[src/rtl/rr_arbiter_4.sv]
// -----------------------------------------------------------------------------
// rr_arbiter_4
//
// Four-way round-robin arbiter. It shares one resource between four
// requesters and drives registered, active-low one-hot select lines in the
// 2-to-4 decoder convention (idx 0 -> 1110 ... idx 3 -> 0111, idle -> 1111).
//
// Fairness comes from two mechanisms:
//   - A rotating priority pointer. Every grant exit moves the pointer past
//     the grantee.
//   - A hold limit. A grant is revoked after MAX_HOLD consecutive cycles.
// Every handover passes through at least one all-ones cycle, so two select
// lines can never be low at the same time (break-before-make).
//
// Parameters
//   MAX_HOLD   maximum consecutive cycles a single grant may be held (2..256)
//
// Ports
//   clk        system clock, rising-edge active
//   reset      asynchronous, active-high reset
//   en         global enable; 0 blocks new grants and drops a live grant
//   req[3:0]   active-high requests, held while the requester needs the bus
//   grant_n    active-low one-hot grant (registered)
//   grant_idx  index of the current or most recent grantee (registered)
//   busy       high while any grant_n bit is low (registered)
//   timeout    one-cycle pulse in the IDLE cycle that follows a hold expiry
// -----------------------------------------------------------------------------
module rr_arbiter_4 #(
    parameter int MAX_HOLD = 16
) (
    input  logic       clk,
    input  logic       reset,
    input  logic       en,
    input  logic [3:0] req,
    output logic [3:0] grant_n,
    output logic [1:0] grant_idx,
    output logic       busy,
    output logic       timeout
);

    // Hold counter width is ceil(log2(MAX_HOLD)). The counter runs
    // 0..MAX_HOLD-1 while a grant is live.
    localparam int CNT_W = $clog2(MAX_HOLD);
    localparam logic [CNT_W-1:0] CNT_LAST = CNT_W'(MAX_HOLD - 1);

    generate
        if (MAX_HOLD < 2 || MAX_HOLD > 256) begin : g_bad_max_hold
            $error("rr_arbiter_4: MAX_HOLD must be in the range 2..256");
        end
    endgenerate

    localparam logic [0:0] ST_IDLE  = 1'b0;
    localparam logic [0:0] ST_GRANT = 1'b1;

    // Registered state
    logic [0:0]       state_q;
    logic [1:0]       ptr_q;
    logic [CNT_W-1:0] cnt_q;

    // Next-state values
    logic [0:0]       state_d;
    logic [1:0]       ptr_d;
    logic [CNT_W-1:0] cnt_d;
    logic [1:0]       idx_d;
    logic             timeout_d;
    logic [3:0]       grant_n_d;
    logic             busy_d;

    logic [1:0]       winner;

    // Round-robin pick: the first set request found when scanning
    // ptr, ptr+1, ptr+2, ptr+3 (mod 4). The loop walks from the largest
    // offset down to offset 0, so the smallest offset is assigned last
    // and therefore wins.
    function automatic logic [1:0] rr_pick(input logic [3:0] r,
                                           input logic [1:0] p);
        logic [1:0] pick;
        logic [1:0] idx;
        pick = p;
        for (int k = 3; k >= 0; k--) begin
            idx = p + 2'(k);
            if (r[idx]) begin
                pick = idx;
            end
        end
        return pick;
    endfunction

    // 2-to-4 active-low decode.
    function automatic logic [3:0] decode_n(input logic [1:0] idx);
        return ~(4'b0001 << idx);
    endfunction

    assign winner = rr_pick(req, ptr_q);

    always_comb begin
        // NOTE: every signal assigned in this block gets a default first,
        // so no path leaves it unassigned and no latch is inferred.
        state_d   = state_q;
        ptr_d     = ptr_q;
        cnt_d     = cnt_q;
        idx_d     = grant_idx;
        timeout_d = 1'b0;

        case (state_q)
            ST_IDLE: begin
                if (en && (req != 4'b0000)) begin
                    state_d = ST_GRANT;
                    idx_d   = winner;
                    cnt_d   = '0;
                end
            end

            ST_GRANT: begin
                // Priority order: disable, then voluntary release, then
                // expiry. Release and expiry on the same edge count as a
                // release, so no timeout pulse is raised.
                if (!en || !req[grant_idx]) begin
                    state_d = ST_IDLE;
                    ptr_d   = grant_idx + 2'd1;
                end else if (cnt_q == CNT_LAST) begin
                    state_d   = ST_IDLE;
                    ptr_d     = grant_idx + 2'd1;
                    timeout_d = 1'b1;
                end else begin
                    cnt_d = cnt_q + 1'b1;
                end
            end

            default: begin
                state_d = ST_IDLE;
            end
        endcase

        // The outputs are derived from the next state and registered with
        // it, so no combinational path reaches a port from req or en.
        grant_n_d = (state_d == ST_GRANT) ? decode_n(idx_d) : 4'b1111;
        busy_d    = (state_d == ST_GRANT);
    end

    // NOTE: sequential state uses non-blocking assignments only. All
    // registers take a defined value on reset, so grant_n is never X and is
    // driven to 1111 as soon as reset is asserted, even mid-grant.
    always_ff @(posedge clk or posedge reset) begin
        if (reset) begin
            state_q   <= ST_IDLE;
            ptr_q     <= 2'd0;
            cnt_q     <= '0;
            grant_idx <= 2'd0;
            grant_n   <= 4'b1111;
            busy      <= 1'b0;
            timeout   <= 1'b0;
        end else begin
            state_q   <= state_d;
            ptr_q     <= ptr_d;
            cnt_q     <= cnt_d;
            grant_idx <= idx_d;
            grant_n   <= grant_n_d;
            busy      <= busy_d;
            timeout   <= timeout_d;
        end
    end

endmodule
[config.mk]
export PLATFORM = sky130hd
export DESIGN_NAME = rr_arbiter_4
export DESIGN_NICKNAME = d
export VERILOG_FILES = /design/src/rtl/rr_arbiter_4.sv
export SDC_FILE = /design/constraint.sdc
export NUM_CORES = 1
export LEC_CHECK = 0
export ABC_AREA = 0
export BUFFER_PORTS_ARGS = -buffer_cell sky130_fd_sc_hd__buf_2
export CAP_MARGIN = 10
export CORE_UTILIZATION = 51
export CTS_BUF_LIST = sky130_fd_sc_hd__clkbuf_16
export DETAILED_ROUTE_END_ITERATION = 16
export PLACE_DENSITY = 0.75
export SYNTH_ARGS = -nofsm -noshare
export SYNTH_HDL_FRONTEND = slang
export SYNTH_SLANG_ARGS = --single-unit
[constraint.sdc]
create_clock -name clk -period 2.4 [get_ports clk]
set_clock_uncertainty 0.2 [all_clocks]
set_input_delay 0.36 -clock clk [delete_from_list [all_inputs] [get_ports clk]]
set_output_delay 0.36 -clock clk [all_outputs]
set_load 0.1 [all_outputs]
# After elaboration in Yosys (flattened, before gate mapping)
# Index checks and enable logic that the tools add are counted.
[word_totals] romBits=0 ram_bits=0 output_inout_bits=8 memories=0 wordCells=61 latch_bits=0 register_bits=14
[classes] n_addsub=5 div=0 n_mux=30 n_bitwise=2 reduce_logical=8 order_cmp=5 n_mul=0 shifts=1 n_eq_ne=4
[ops] op="$mux 2" count=8
[ops] op="$mux 4" count=4
[ops] op="$lt 2x3->1 const B" count=5
[ops] op="$mux 1" count=11
[ops] op="$bmux 1 s2" count=5
[ops] op="$pmux 4 s2" count=1
[ops] op="$ne 2x2->1 const B" count=3
[ops] op="$add 2x1->2 const B" count=2
[ops] op="$add 2x2->2 const B" count=2
[ops] op="$add 4x1->4 const B" count=1
[ops] op="$eq 4x4->1 const B" count=1
[ops] op="$not 4->4" count=1
[ops] op="$reduce_bool 4->1" count=1
[ops] op="$shl 1x2->4 const A" count=1
[ops] op="$reduce_and 3->1" count=1
[ops] op="$logic_not 1->1" count=2
[ops] op="$pmux 1 s2" count=1
[ops] op="$reduce_and 2->1" count=1
[ops] op="$reduce_bool 2->1" count=1
[ops] op="$logic_and 1x1->1" count=1
[ops] op="$logic_or 1x1->1" count=1
[ops] op="$not 1->1" count=1

# Longest topological paths before layout
# Gate-level depths: netlist of run 1.
[logic_depth] depth_word=12 depth_mapped=5 ltp_nobuf=5

# Worst setup path before layout of run 1
# Ideal clock, no wire load.
[synth_timing] path_kind="reg2reg" from="reg grant_idx[1]" to="reg ptr_q[0]" arrival_time_ns=2.131 stages_incl_launch_ff=6 setup_ns=0.089 period_less_slack_ns=2.421 path_buffers=0 setup_slack_ns=-0.021 cell_sequence="dfrtp_1 mux4_1 and2_1 nand2_1 a21oi_1 a31oi_1"
[synth_via] elab_chain_cells=6
[synth_lines] element="start, declared" line_no="36" rtl="output logic [1:0] grant_idx,"
[synth_lines] element="start signal, assigned" line_no="157" rtl="grant_idx <= idx_d;"
[synth_lines] element="$bmux 1 s2 (*)" line_no="118" rtl="if (!en || !req[grant_idx]) begin"
[synth_lines] element="$mux 1 (not written as such) (*)" line_no="118"
[synth_lines] element="$logic_not 1->1 (*)" line_no="118"
[synth_lines] element="$logic_or 1x1->1 (*)" line_no="118"
[synth_lines] element="$reduce_bool 2->1 (no line)"
[synth_lines] element="$reduce_and 2->1 (no line)"
[synth_lines] element="end signal, assigned" line_no="155" rtl="ptr_q <= ptr_d;"
[synth_lines] element="end, declared" line_no="57" rtl="logic [1:0] ptr_q;"
# Mark *: on every way between the ends. The rest lies on a longest branch, timed or not. The select of a mux whose other input is x is not followed.
# A chain may end at the register's enable or synchronous reset.

# Worst setup path after layout of run 1
[layout_timing] from="reg ptr_q[1]" to="reg grant_n[1]"
[layout_via] elab_chain_cells=12
[layout_lines] element="$add 2x2->2" line_no="81" rtl="idx = p + 2'(k);"
[layout_lines] element="$bmux 1 s2" line_no="82" rtl="if (r[idx]) begin"
[layout_lines] element="$mux 1 (not written as such)" line_no="82"
[layout_lines] element="$mux 2 (3 in a row)" line_no="82"
[layout_lines] element="$mux 2 (*)" line_no="82"
[layout_lines] element="$mux 2 (*)" line_no="107" rtl="if (en && (req != 4'b0000)) begin"
[layout_lines] element="$mux 2 (*)" line_no="105" rtl="case (state_q)"
[layout_lines] element="named net idx_d[0]" line_no="64" rtl="logic [1:0] idx_d;"
[layout_lines] element="$shl 1x2->4 (*)" line_no="91" rtl="return ~(4'b0001 << idx);"
[layout_lines] element="$not 4->4 (*)" line_no="91"
[layout_lines] element="$mux 4 (*)" line_no="137" rtl="grant_n_d = (state_d == ST_GRANT) ? decode_n(idx_d) : 4'b1111;"
[layout_lines] element="named net grant_n_d[1]" line_no="66" rtl="logic [3:0] grant_n_d;"
[layout_lines] element="end signal, assigned" line_no="158" rtl="grant_n <= grant_n_d;"
[layout_lines] element="end, declared" line_no="35" rtl="output logic [3:0] grant_n,"
# The timed path passes the listed nets; every way through them passes the cells marked *. The select of a mux whose other input is x is not followed.

==> results.txt, run 1 <==
Worst-Margin Slew - 0.527 ns
outcome - completed
largest net degree at the start of global routing - 15
FF-to-FF End - grant_n[1]
Pwr Density - 1320 nW/µm²
final setup fails - 0
area grow syn2layout - 24.6%
total track usage - 23.4%
kind of start point of the critical path - flop
fraction of layout cells with a size suffix above 1 - 28.6%
Port Buffers - 14
Worst-path clk slew - 0.05 ns
static leakage - 0.421 nW
Hold Crit Class - flop to flop
total grt overflow - 0
Die W - 40.2 µm
die area - 1610 µm²
critical path data required time - 2.37 ns
Mapped Area - 743 µm²
Final nets - 100
Critical path origin - ptr_q[1]
commonest non-fill, non-tap cell in the layout - buf_2
crit path to - grant_n[1]
clock insertion delay at the later pin of the skew report - 0.25 ns
global-route wire length before repair - 2.35 mm
routed wire length - 1.69 mm
Detail Placement HPWL - 1.11 mm
# IOs - 15
Max Slew Vio Count - 0
library cells used by synthesis - 35
antenna violations before repair - 0
Reg-to-Reg Start - ptr_q[1]
Post-Syn Instances - 72
sequential share of the synthesized area - 47.8%
Post-synth EDFFs - 0
via density per instance - 6.21
clock root buffer - clkbuf_16
Yosys top cell area share - 33.7%
yosys warns - 0
fill cell count - 100
Starting Density - 55.7%
Worst R2R Path Depth - 5
H-tree depth - 1
#FFs+latches synth - 14
number of CTS-inserted buffers - 3
via count - 658
Avg Inst Size Synth - 10.3 µm²
drc violations - 0
Slew Limit Headroom - 64.6%
die height - 40.2 µm
Post-CTS Hold Fix Bufs - 1
Final Hold Viols - 0
DRT antenna net count - 0
worst reg2reg setup slack - 0.47 ns
Design Power - 1.22 mW
Net Count, Synth - 80
CTS sink count - 14
Final min period - 1.93 ns
WP data arrival - 1.89 ns
fin crit share - 80.2%
Max Cap Violations - 0
CP max FO - 5
post-synth top area cell - dfrtp_1
CTS resizes - 0
kind of critical path - flop to flop
CTS tree - built
Core Rows - 13
Max Freq - 0.519 GHz
drt wl/cell - 15.9 µm
GPL Wtd Cong - 0.852
total core area - 1330 µm²
initial drt markers - 24
asr flop ratio synth - 100%
Synth Flop Type - dfrtp_1
Area contributors post-synth - dfrtp_1 (34%), dfstp_2 (14%), inv_1 (3.5%)
setup TNS - 0 ns
most frequent cells in the layout - buf_2 (14), dfrtp_1 (9), inv_1 (7)
vias in the first global route - 517
CP endpoint kind - flop
Clock Path Buffers - 2
IR drop worst, VDD - 741 µV
Setup Buffers After CTS - 0
Pre-antenna DRT Iters - 4
RSZ-0062 raised after global routing - no
antenna cells - 0
## report_power, final
| part | switching, mW | total [mW] | internal (mW) |
|---|---|---|---|
| combinational | 0.395 | 0.522 | 0.128 |
| sequential | 0.0671 | 0.377 | 0.310 |
| clock | 0.0998 | 0.320 | 0.221 |
| total | 0.561 | 1.22 | 0.659 |
## worst max-delay path, cell delays in order, from the launching register on
cell      delay [ns]
dfrtp_1         0.40
inv_1           0.12
o22ai_1         0.12
a221oi_1        0.10
o31ai_1         0.49
or3b_1          0.40
## synth_stat cells, types with 2 or more instances
cell,instances
a31oi_1,2
or3b_1,2
nor2b_1,2
o21ai_0,5
a21oi_1,5
inv_1,7
dfrtp_1,10
nand3_1,5
nand2_1,5
dfstp_2,4
## worst min-delay path by stage
stage	start	cells after the start	to
floorplan	reset	1	cnt_q[0]
global placement	reset	2	state_q
detailed placement	reset	2	cnt_q[1]
CTS	cnt_q[1]	2	cnt_q[1]
global route	en	3	cnt_q[2]
finish	cnt_q[1]	2	cnt_q[1]
## through the flow
step	area, µm²	setup slack, ns	instances	utilization, %	hold WS, ns
6_report	926	0.474	106	69.4	0.321
5_1_grt	926	0.373	106	69.4	0.377
4_1_cts	926	0.476	106	69.4	0.334
3_5_place_dp	837	0.305	101	62.8	0.222
3_3_place_gp	837	0.333	101	62.8	0.215
2_1_floorplan	744	0.157	72	-	0.0463
## kinds of logic (layout without fill, tap and decap cells)
family / after synthesis / count (layout) / share of synthesized area (%)
xor gates and xnor gates: 1 / 1 / 1.18
and+or+nand+nor: 25 / 25 / 22.1
buffers and inverters: 8 / 27 / 4.04
muxes: 1 / 1 / 3.54
adders and majority gates: 1 / 1 / 1.68
AOI/OAI and AO/OA: 22 / 22 / 19.7
DFF: 14 / 14 / 47.8
## state kept, by name (all words and copies together) (netlist names)
name / flops
cnt_q: 4
grant_idx: 2
timeout: 1
state_q: 1
grant_n: 4
ptr_q: 2
## routing by layer
| metal | wire [µm] | track usage [%] |
|---|---|---|
| met1 | 759 | 30.2 |
| met2 | 824 | 36.7 |
| met3 | 80 | 8.33 |
| met4 | 22 | 7.50 |
| met5 | 0 | 0 |
## area by class of cell
| class | instances | area [µm²] | area share [%] |
|---|---|---|---|
| multi-input combinational | 50 | 358 | 38.6 |
| sequential | 14 | 357 | 38.5 |
| timing repair buffer | 16 | 87.6 | 9.46 |
| clock buffer | 3 | 75.1 | 8.11 |
| inverter | 7 | 26.3 | 2.84 |
| tap | 15 | 18.8 | 2.03 |
| clock inverter | 1 | 3.75 | 0.405 |
Note: power is estimated with default switching activity, not from simulation.
==> run 2: changes to the inputs <==
- CORE_UTILIZATION: 51 -> 46
- PLACE_DENSITY: 0.75 -> 0.71
- clock period: 2.4 -> 1.7 ns (I/O delays scaled with it)
==> results.txt, run 2 (synthesis results as in run 1) <==
critical path data required time - 1.65 ns (was 2.37 ns)
Final nets - 121 (was 100)
total track usage - 23.6% (was 23.4%)
die height - 42.2 µm (was 40.2 µm)
Max Slew Vio Count - 0 (unchanged)
Design Area, Final - 1200 µm² (was 926 µm²)
Inst Count DP - 117 (was 101)
die area - 1780 µm² (was 1610 µm²)
IR drop worst, VDD - 1450 µV (was 741 µV)
CP endpoint kind - flop (unchanged)
drc violations - 0 (unchanged)
largest registers - cnt_q x4, grant_n x4 (unchanged)
RSZ-0062 raised after global routing - yes (was no)
final setup fails - 7 (was 0)
global-route wire length before repair - 3.13 mm (was 2.35 mm)
initial drt markers - 7 (was 24)
Max Freq - 0.562 GHz (was 0.519 GHz)
vias in the first global route - 690 (was 517)
Worst R2R Path Depth - 4 (was 5)
clock root buffer - clkbuf_16 (unchanged)
via density per instance - 5.52 (was 6.21)
CP max FO - 5 (unchanged)
total core area - 1510 µm² (was 1330 µm²)
routed wire length - 1.93 mm (was 1.69 mm)
crit path to - grant_n[2] (was grant_n[1])
Port Buffers - 14 (unchanged)
kind of start point of the critical path - flop (unchanged)
Starting Density - 49.3% (was 55.7%)
Pre-antenna DRT Iters - 4 (unchanged)
Detail Placement HPWL - 1.34 mm (was 1.11 mm)
Die W - 42.2 µm (was 40.2 µm)
Worst-path clk slew - 0.05 ns (about the same)
area grow syn2layout - 61.3% (was 24.6%)
CTS tree - built (unchanged)
total grt overflow - 0 (unchanged)
drt wl/cell - 15.1 µm (was 15.9 µm)
Non-Filler Instances - 128 (was 106)
most frequent cells in the layout - buf_4 (21), buf_2 (12), dfrtp_1 (7), inv_1 (6) (was buf_2 (14), dfrtp_1 (9), inv_1 (7))
Slew Limit Headroom - 65.7% (was 64.6%)
WP data arrival - 1.73 ns (was 1.89 ns)
Critical path origin - grant_idx[1] (was ptr_q[1])
Pwr Density - 1740 nW/µm² (was 1320 nW/µm²)
Final min period - 1.78 ns (was 1.93 ns)
# IOs - 15 (unchanged)
outcome - finished with violations (was completed)
Clock Path Buffers - 2 (unchanged)
static leakage - 0.548 nW (was 0.421 nW)
failing checks - setup timing
fin crit share - 105% (was 80.2%)
kind of critical path - flop to flop (unchanged)
final setup margin - -0.0779 ns (was 0.474 ns)
antenna cells - 0 (unchanged)
largest net degree at the start of global routing - 15 (unchanged)
CTS sink count - 14 (unchanged)
Worst-Margin Slew - 0.514 ns (was 0.527 ns)
Reg-to-Reg Start - grant_idx[1] (was ptr_q[1])
FF-to-FF End - grant_n[2] (was grant_n[1])
antenna violations before repair - 0 (unchanged)
Hold Crit Class - flop to flop (unchanged)
Core Rows - 14 (was 13)
commonest non-fill, non-tap cell in the layout - buf_4 (was buf_2)
post-layout util - 79.6% (was 69.4%)
placed instance area - 1030 µm² (was 837 µm²)
H-tree depth - 1 (unchanged)
via count - 707 (was 658)
Max Cap Violations - 0 (unchanged)
clock insertion delay at the later pin of the skew report - 0.24 ns (was 0.25 ns)
DRT antenna net count - 0 (unchanged)
GPL Wtd Cong - 0.830 (was 0.852)
fraction of layout cells with a size suffix above 1 - 57.1% (was 28.6%)
number of CTS-inserted buffers - 3 (unchanged)
Final Hold Viols - 0 (unchanged)
worst reg2reg setup slack - -0.08 ns (was 0.47 ns)
-- run 2: cell count changes in the layout (fill, tap and decap cells not counted), sizes merged --
cell    delta
inv        +1
clkinv     -1
buf       +21
-- run 2: per-layer routing --
layer	global-route usage, %	part of all wire (%)	up-vias
met2	37.8	51	21
met5	0	0	-
met1	32.7	45	336
li1	-	-	348
met3	4.74	3.6	2
met4	6.25	0.83	0
-- run 2: worst min path at each step --
stage                     startpoint  endpoint  slack, ns  depth (start not counted)
after floorplan                reset  cnt_q[0]      -0.06                          1
after CTS                   cnt_q[0]  cnt_q[0]       0.33                          1
final                       cnt_q[0]  cnt_q[0]       0.33                          1
after global placement         reset  cnt_q[0]        0.1                          2
after detailed placement       reset   state_q       0.10                          2
after global routing              en  cnt_q[2]       0.35                          4
-- run 2: critical path: stages, from the launching register on --
cell and delay (ns):
dfrtp_4 0.47, mux4_2 0.38, nand2b_4 0.15, nand3_4 0.09
or3b_4 0.41
-- run 2: metrics by stage --
| step | setup WS [ns] | hold WS, ns | power [mW] | TNS [ns] |
|---|---|---|---|---|
| finish | -0.0779 | 0.327 | 2.08 | -0.329 |
| global route | -0.125 | 0.351 | 2.18 | -0.789 |
| CTS | -0.0795 | 0.335 | 2.01 | -0.302 |
| detailed placement | -0.294 | 0.104 | 1.52 | -1.21 |
| global placement | -0.249 | 0.0993 | 1.49 | -0.926 |
| floorplan | -0.209 | -0.0587 | 1.18 | -1.81 |
-- run 2: cell type report --
cell class	instances	area (µm²)
multi-input cells	50	430
well taps	16	20.0
repair buffers	37	279
inverters	7	26.3
clock buffers	3	75.1
flip-flops and latches	14	364
clock inverters	1	3.75
fillers	106	308
-- run 2: what timing repair did --
item	in CTS	in global routing
setup endpoints to repair	5	11
setup buffers	2	4
pin swaps	4	9
gates resized for setup	4	7
hold buffers	1	0
endpoints found under the hold margin	10	0
-- run 2: power by group --
group          leakage (nW)  switching [mW]  total (mW)  internal [mW]
Clock                0.0423           0.121       0.430          0.309
Sequential            0.166          0.0612       0.509          0.448
Combinational         0.340           0.697        1.14          0.445
